### src/rtl/mux.sv
// 4:1 mux with registered output, registered select and a saturating select-change counter.
// Latency: y is combinational; y_q, s_q, sel_chg and chg_cnt are one cycle. No backpressure.
// Define MUX_GLITCH_FILTER_EN to gate y_q until the select has been stable for two edges.
module mux #(
  parameter int CNT_W = 8
) (
  input  logic             clk,
  input  logic             reset,
  input  logic [3:0]       d,
  input  logic [1:0]       s,
  output logic             y,
  output logic             y_q,
  output logic [1:0]       s_q,
  output logic             sel_chg,
  output logic [CNT_W-1:0] chg_cnt
);

  logic sel_diff;
  logic cnt_max;

  assign y        = d[s];
  assign sel_diff = (s != s_q);
  assign cnt_max  = (chg_cnt == {CNT_W{1'b1}});

`ifdef MUX_GLITCH_FILTER_EN
  // Remembers whether s matched s_q at the previous edge; cleared on reset so
  // the first y_q update lands no earlier than the second edge after release.
  logic sel_eq_d;

  always_ff @(posedge clk) begin
    if (reset) begin
      sel_eq_d <= 1'b0;
      y_q      <= 1'b0;
    end else begin
      sel_eq_d <= ~sel_diff;
      if (~sel_diff && sel_eq_d) begin
        y_q <= y;
      end
    end
  end
`else
  always_ff @(posedge clk) begin
    if (reset) begin
      y_q <= 1'b0;
    end else begin
      y_q <= y;
    end
  end
`endif

  always_ff @(posedge clk) begin
    if (reset) begin
      s_q     <= 2'b00;
      sel_chg <= 1'b0;
      chg_cnt <= '0;
    end else begin
      s_q     <= s;
      sel_chg <= sel_diff;
      if (sel_diff && !cnt_max) begin
        chg_cnt <= chg_cnt + CNT_W'(1);
      end
    end
  end

endmodule

### config.mk
export PLATFORM = sky130hd
export DESIGN_NAME = mux
export DESIGN_NICKNAME = d
export VERILOG_FILES = /design/src/rtl/mux.sv
export SDC_FILE = /design/constraint.sdc
export NUM_CORES = 1
export LEC_CHECK = 0
export BUFFER_PORTS_ARGS = -buffer_cell sky130_fd_sc_hd__clkbuf_2
export CAP_MARGIN = 20
export CORE_AREA = 2 2 39 41
export CTS_CLUSTER_DIAMETER = 120
export CTS_CLUSTER_SIZE = 20
export DETAILED_ROUTE_END_ITERATION = 16
export DIE_AREA = 0 0 41 43
export HOLD_SLACK_MARGIN = 0.08
export PLACE_DENSITY = 0.7
export SLEW_MARGIN = 20
export SYNTH_ARGS = -nofsm -noshare
export SYNTH_HDL_FRONTEND = slang
export SYNTH_SLANG_ARGS = --single-unit
### constraint.sdc
create_clock -name clk -period 3.28 [get_ports clk]
set_clock_uncertainty 0.2 [all_clocks]
set_input_delay 0.164 -clock clk [delete_from_list [all_inputs] [get_ports clk]]
set_output_delay 0.164 -clock clk [all_outputs]
set_load 0.02 [all_outputs]
==> metrics.csv, run 1 <==
metric,value,unit
status,"complete, no violations",
core_region_area,0.00138,mm^2
drive_gt1_frac,0.318,
drv_cap,0,
drt-initial-drc-count,9,
io_buffers,20,
criticalPathCategory,in2out,
avgViaCountPerCell,5.25,
first_pass_iters,4,
worst_pin_slew,316,ps
layout_commonest_cell,clkbuf_2,
rows,14,
start_util,0.409,
netlist-cell-type-count,25,
post-route-period-util,0.595,
synth_flop_cell,dfxtp_1,
die_area,0.00176,mm^2
drt_wl_total,1.18,mm
syn2layout_area_growth,35.8,%
gp_congestion,0.695,
ios,21,
yosysTopAreaCell,dfxtp_1,
leakagePower,0.000337,uW
ys_seq_elements,12,
cts_tree,done,
die_w,41,um
crit_required,2920,ps
grt_pass1_wl,1.90,mm
synth-async-reset-ratio,0,
antenna_left,0,
setup-tns-final,0,ps
clkLatencyLatePin,270,ps
die_h,43,um
drv_slew,0,
ff2ff_path_depth,5,
clock-sinks,12,
first_global_vias,496,
synth_cells,60,
fmax,0.512,GHz
r2r_setup_slack,1620,ps
syn_area,566,um^2
cts-resized-gates,0,
p_per_area,443,mW/mm^2
worstPathMaxFanout,3,
hpwlAfterDp,853,um
synth_top_cells_by_area,"dfxtp_1 (42%), xor2_2 (5.8%), nor2_1 (5.3%)",
globalRouteTotalUtil,0.159,
cts_max_level,1,
setup-violations-final,0,
synth_top_area_share,0.425,
startpoint_type,primary input,
relSlewSlack,0.789,
peakVddDrop,219,uV
wl_per_cell,11.3,um
cts_root_buf,clkbuf_4,
nets,98,
vias,546,
min_path_cells,3,
finalInstanceArea,768,um^2
hold_class,in2reg,
grt_antenna_before_repair,0,
numCtsBuffers,3,
place_area,682,um^2
grt_max_degree,14,
rsz0062_at_grt,false,
finalHoldViolations,0,
postCtsSetupRepairBufs,0,
ys_warn_count,0,
synth_area_per_cell,9.43,um^2
period_minus_slack,1950,ps
clockBufferDepth,2,
synth_edf_count,0,
endpoint_kind,output pin,
syn-num-nets,69,
diodes,0,
critPathArrivalTime,1590,ps
ys_seq_area_frac,0.425,
final_cell_mix,"clkbuf_2 (20), dfxtp_1 (12), nor2_1 (8), o21ai_0 (5), dlygate4sd3_1 (5)",
clkTransAtPathRegs,70,ps
grt_remaining_overflow,0,
drc,0,
==> path summary, 6_finish.rpt <==
path	startpoint	to
worst min-delay path	d[0]	y_q$_SDFF_PP0_
worst min register to register	chg_cnt[7]$_SDFFE_PP0P_	chg_cnt[7]$_SDFFE_PP0P_
worst max-delay path	s[0]	y
worst max register to register	chg_cnt[0]$_SDFFE_PP0P_	chg_cnt[6]$_SDFFE_PP0P_
==> cell families (layout without fill, tap and decap cells) <==
group,after synthesis,in the layout,synth area share
buffers and inverters,4,32,0.0265
and+or+nand+nor,22,22,0.190
AOI/OAI and AO/OA,14,14,0.162
muxes,4,4,0.102
adders and majority gates,1,1,0.0221
xor gates and xnor gates,3,3,0.0730
DFF,12,12,0.425
==> sequential cells by signal, summed over array words and instances (netlist names) <==
name     flops
chg_cnt      8
s_q          2
sel_chg      1
y_q          1
==> worst max-delay path, stage by stage <==
cell	delay (ps)
dlygate4sd3_1	520
clkbuf_2	160
mux4_1	570
clkbuf_2	180
==> metal layers <==
metal | vias up | global-route usage | wire (um)
met2 | 18 | 0.250 | 597
met1 | 253 | 0.182 | 494
met5 | - | 0 | 0
met3 | 4 | 0.0366 | 64
li1 | 271 | - | -
met4 | 0 | 0.100 | 21
==> timing repair <==
item,in CTS,in global routing
hold endpoints to repair,11,0
hold buffers,5,0
endpoints found under the setup margin,0,0
==> power by group <==
group	internal, uW	total (uW)	switching, uW	leakage, uW
clock	67.4	118	50.2	0.0000210
sequential	155	162	7.32	0.0000984
combinational	26.1	60.8	34.7	0.000217
total	248	340	92.3	0.000337
==> cells in the mapped netlist, types with 2 or more instances <==
cell type  count
inv_1          3
nor2b_1        4
dfxtp_1       12
mux2i_1        2
nand2_1        4
nor2_1         8
a21oi_1        2
o21ai_0        5
a211oi_1       3
xor2_2         2
==> per-stage QoR <==
| step | power, uW | std cells | setup slack (ps) | hold slack [ps] | utilization |
|---|---|---|---|---|---|
| 6_report | 340 | 104 | 1330 | 142 | 0.555 |
| 5_1_grt | 356 | 104 | 1290 | 172 | 0.555 |
| 4_1_cts | 344 | 104 | 1320 | 147 | 0.555 |
| 3_5_place_dp | 222 | 95 | 1630 | 261 | 0.493 |
| 3_3_place_gp | 221 | 95 | 1690 | 251 | 0.493 |
| 2_1_floorplan | 202 | 60 | 1560 | 35.6 | - |
==> area by class of cell <==
cell class / count / area [um^2]
inverters: 3 / 11.3
multi-input cells: 44 / 310
repair buffers: 25 / 150
flip-flops and latches: 12 / 240
fillers: 138 / 616
well taps: 16 / 20.0
clock buffers: 4 / 36.3
(Power assumes the default switching activity.)
==> run 2: changes to the inputs <==
--- a/config.mk
+++ b/config.mk
@@ -5,15 +5,16 @@
 export SDC_FILE = /design/constraint.sdc
 export NUM_CORES = 1
 export LEC_CHECK = 0
+export ABC_AREA = 1
 export BUFFER_PORTS_ARGS = -buffer_cell sky130_fd_sc_hd__clkbuf_2
 export CAP_MARGIN = 20
-export CORE_AREA = 2 2 39 41
+export CORE_MARGIN = 2
+export CORE_UTILIZATION = 43
 export CTS_CLUSTER_DIAMETER = 120
 export CTS_CLUSTER_SIZE = 20
 export DETAILED_ROUTE_END_ITERATION = 16
-export DIE_AREA = 0 0 41 43
 export HOLD_SLACK_MARGIN = 0.08
-export PLACE_DENSITY = 0.7
+export PLACE_DENSITY = 0.72
 export SLEW_MARGIN = 20
 export SYNTH_ARGS = -nofsm -noshare
 export SYNTH_HDL_FRONTEND = slang
==> constraint.sdc (replaced) <==
create_clock -name clk -period 1.7 [get_ports clk]
set_clock_uncertainty 0.2 [all_clocks]
set_input_delay 0.085 -clock clk [delete_from_list [all_inputs] [get_ports clk]]
set_output_delay 0.085 -clock clk [all_outputs]
set_load 0.02 [all_outputs]
==> run 2 against run 1 <==
Clock power is 95% higher. Power is 97% higher. Non-clock buffer count is 3 higher. Sequential power is 93% higher. Final area is 14% higher. Critical path type is now reg2reg. Critical endpoint is now chg_cnt[5]$_SDFFE_PP0P_.
==> metrics.csv, run 2 <==
metric,value,unit,change
status,"complete, no violations",,unchanged
startpoint_type,flip-flop,,was primary input
nets,143,,was 98
grt_pass1_wl,2.80,mm,was 1.90 mm
relSlewSlack,0.789,,about the same
cp_top_family,simple AND/OR/NAND/NOR gates,,was buffers and inverters
drv_slew,0,,unchanged
first_pass_iters,4,,unchanged
crit_required,1710,ps,was 2920 ps
first_global_vias,652,,was 496
cpPeakStageDelay,410,ps,was 570 ps
ios,21,,unchanged
critPathArrivalTime,1600,ps,was 1590 ps
fmax,0.630,GHz,
ys_seq_area_frac,0.374,,was 0.425
start_util,0.475,,was 0.409
gp_congestion,0.835,,was 0.695
synth_xor_area_frac,0.0273,,was 0.0730
numCtsBuffers,3,,unchanged
criticalPathCategory,reg2reg,,was in2out
rows,13,,was 14
drt-initial-drc-count,32,,was 9
synth_top_family_by_area,simple AND/OR/NAND/NOR gates,,unchanged
yosysMostFrequentCell,nand2_1,,was dfxtp_1
wl_per_cell,11.3,um,about the same
period_minus_slack,1590,ps,
setup-violations-final,0,,unchanged
synth_mux_area_frac,0,,was 0.102
drv_cap,0,,unchanged
yosysTopAreaCell,dfxtp_1,,unchanged
avgViaCountPerCell,5.05,,was 5.25
whs,324,ps,was 142 ps
grt_max_degree,10,,was 14
diodes,0,,unchanged
fin_cells,148,,was 104
clkTransAtPathRegs,80,ps,was 70 ps
grt_remaining_overflow,0,,unchanged
core_region_area,0.00135,mm^2,was 0.00138 mm^2
ys_seq_elements,12,,unchanged
syn2layout_area_growth,37.0,%,was 35.8%
die_w,42.6,um,was 41 um
io_buffers,20,,unchanged
hold_class,reg2reg,,was in2reg
p_per_area,761,mW/mm^2,was 443 mW/mm^2
path_buf_inv,0,,was 3
min_path_cells,2,,was 3
synth_compound_area_frac,0.107,,was 0.162
synth_top_area_share,0.374,,was 0.425
antenna_left,0,,unchanged
vias,747,,was 546
ys_warn_count,0,,unchanged
clock-sinks,12,,unchanged
cts_root_buf,clkbuf_4,,unchanged
regMostFlops,chg_cnt,,unchanged
drt_wl_total,1.67,mm,was 1.18 mm
synth_top_cells_by_area,"dfxtp_1 (37%), nand2_1 (19%), nor2_1 (9.4%)",,"was dfxtp_1 (42%), xor2_2 (5.8%), nor2_1 (5.3%)"
post-route-period-util,0.933,,
cts_tree,done,,unchanged
synthSimpleGateAreaFrac,0.390,,was 0.190
synth_flop_cell,dfxtp_1,,unchanged
largest_reg_flops,8,,unchanged
peakVddDrop,426,uV,was 219 uV
leakagePower,0.000442,uW,was 0.000337 uW
fillers,119,,was 138
synth_cells,102,,was 60
cp_slowest_cell,dfxtp_1,,was mux4_1
fin_util,0.652,,was 0.555
synth_fa_ha_area_frac,0.0195,,was 0.0221
die_area,0.00182,mm^2,was 0.00176 mm^2
die_h,42.6,um,was 43 um
netlist-cell-type-count,17,,was 25
final_cell_mix,"nand2_1 (32), clkbuf_2 (18), nor2_1 (16), inv_1 (12), dfxtp_1 (11)",,"was clkbuf_2 (20), dfxtp_1 (12), nor2_1 (8), o21ai_0 (5), dlygate4sd3_1 (5)"
layout_commonest_cell,nand2_1,,was clkbuf_2
clkLatencyLatePin,270,ps,about the same
setup-tns-final,0,ps,unchanged
synth-async-reset-ratio,0,,unchanged
grt_antenna_before_repair,0,,unchanged
drc,0,,unchanged
ff2ff_path_depth,7,,was 5
drive_gt1_frac,0.248,,was 0.318
hpwlAfterDp,1.15,mm,was 853 um
synth_area_per_cell,6.29,um^2,was 9.43 um^2
finalPower,669,uW,was 340 uW
path_common_cell,nand2_2,,was clkbuf_2
cts_max_level,1,,unchanged
worstPathMaxFanout,5,,was 3
largestRegisters,"chg_cnt x8, s_q x2",,unchanged
path_cells,ha_2 -> nand2_2 -> nor2_2 -> nand3_2 -> nand2_2 -> nand2_1 -> a21oi_2,,was dlygate4sd3_1 -> clkbuf_2 -> mux4_1 -> clkbuf_2
synth_commonest_cells,"nand2_1 (32), nor2_1 (16), inv_1 (13)",,"was dfxtp_1 (12), nor2_1 (8), o21ai_0 (5)"
endpoint_kind,flip-flop,,was output pin
placedCellCount,136,,was 95
finalHoldViolations,0,,unchanged
worst_pin_slew,316,ps,about the same
syn-num-nets,111,,was 69
globalRouteTotalUtil,0.200,,was 0.159
synth_edf_count,0,,unchanged
cp.depth,7,,was 4
clockBufferDepth,2,,unchanged
syn_area,642,um^2,was 566 um^2
## run 2: changes by cell type in the layout (fill, tap and decap cells not counted), moves of 3 or more
cell      delta
a211oi_1     -3
nor2b_1      -4
inv_1        +9
a21oi_1      +4
buf_4        +3
nand2_1     +28
nor2_1       +8
nand3_1      +5
## run 2: worst reg2reg max path, stage by stage, from the launching register on
cell and delay [ps]:
dfxtp_1 410, ha_2 250, nand2_2 90, nor2_2 130, nand3_2 110, nand2_2 130, nand2_1 80, a21oi_2 130
## run 2: through the flow
stage / setup slack (ps) / instance area [um^2]
2_1_floorplan: 111 / 642
3_3_place_gp: 205 / 757
3_5_place_dp: 116 / 757
4_1_cts: 51.1 / 863
5_1_grt: -10.5 / 880
6_report: 113 / 880
## run 2: metal layers
metal  vias up  routed length [um]  track usage
li1        383                   -            -
met1       332                 774        0.279
met2        28                 769        0.309
met3         4                 101       0.0259
met4         0                  25       0.0750
met5         -                   0            0
## run 2: kinds of logic after synthesis
| logic type | count (synthesis) |
|---|---|
| simple gates | 60 |
| buf+inv | 14 |
| compound gates | 13 |
| flops | 12 |
| xor+xnor | 2 |
| fa+ha+maj | 1 |
## run 2: layout make-up
| type | instances | area, um^2 | area share |
|---|---|---|---|
| clock buffers | 4 | 36.3 | 0.0413 |
| multi-input cells | 76 | 352 | 0.400 |
| well taps | 15 | 18.8 | 0.0213 |
| repair buffers | 28 | 183 | 0.208 |
| inverters | 13 | 48.8 | 0.0555 |
| flip-flops and latches | 12 | 241 | 0.275 |
## run 2: where the power goes
| group | switching [uW] | leakage (uW) | internal, uW | total [uW] |
|---|---|---|---|---|
| logic | 74.2 | 0.000322 | 52.7 | 127 |
| clock network | 100 | 0.0000210 | 130 | 230 |
| registers | 15.7 | 0.0000986 | 296 | 312 |
| total | 190 | 0.000442 | 479 | 669 |
## run 2: what timing repair did
action | in CTS | in global routing
endpoints found under the hold margin | 10 | 0
setup endpoints to repair | 0 | 3
hold buffers | 7 | 0
gates resized for setup | 0 | 9
setup buffers | 0 | 1
## run 2: worst paths after layout
kind                                               from                       to  slack [ps]
worst max-delay path            chg_cnt[1]$_SDFFE_PP0P_  chg_cnt[5]$_SDFFE_PP0P_         110
worst min-delay path            chg_cnt[0]$_SDFFE_PP0P_  chg_cnt[0]$_SDFFE_PP0P_         320
worst max register to register  chg_cnt[1]$_SDFFE_PP0P_  chg_cnt[5]$_SDFFE_PP0P_         110
worst min register to register  chg_cnt[0]$_SDFFE_PP0P_  chg_cnt[0]$_SDFFE_PP0P_         320
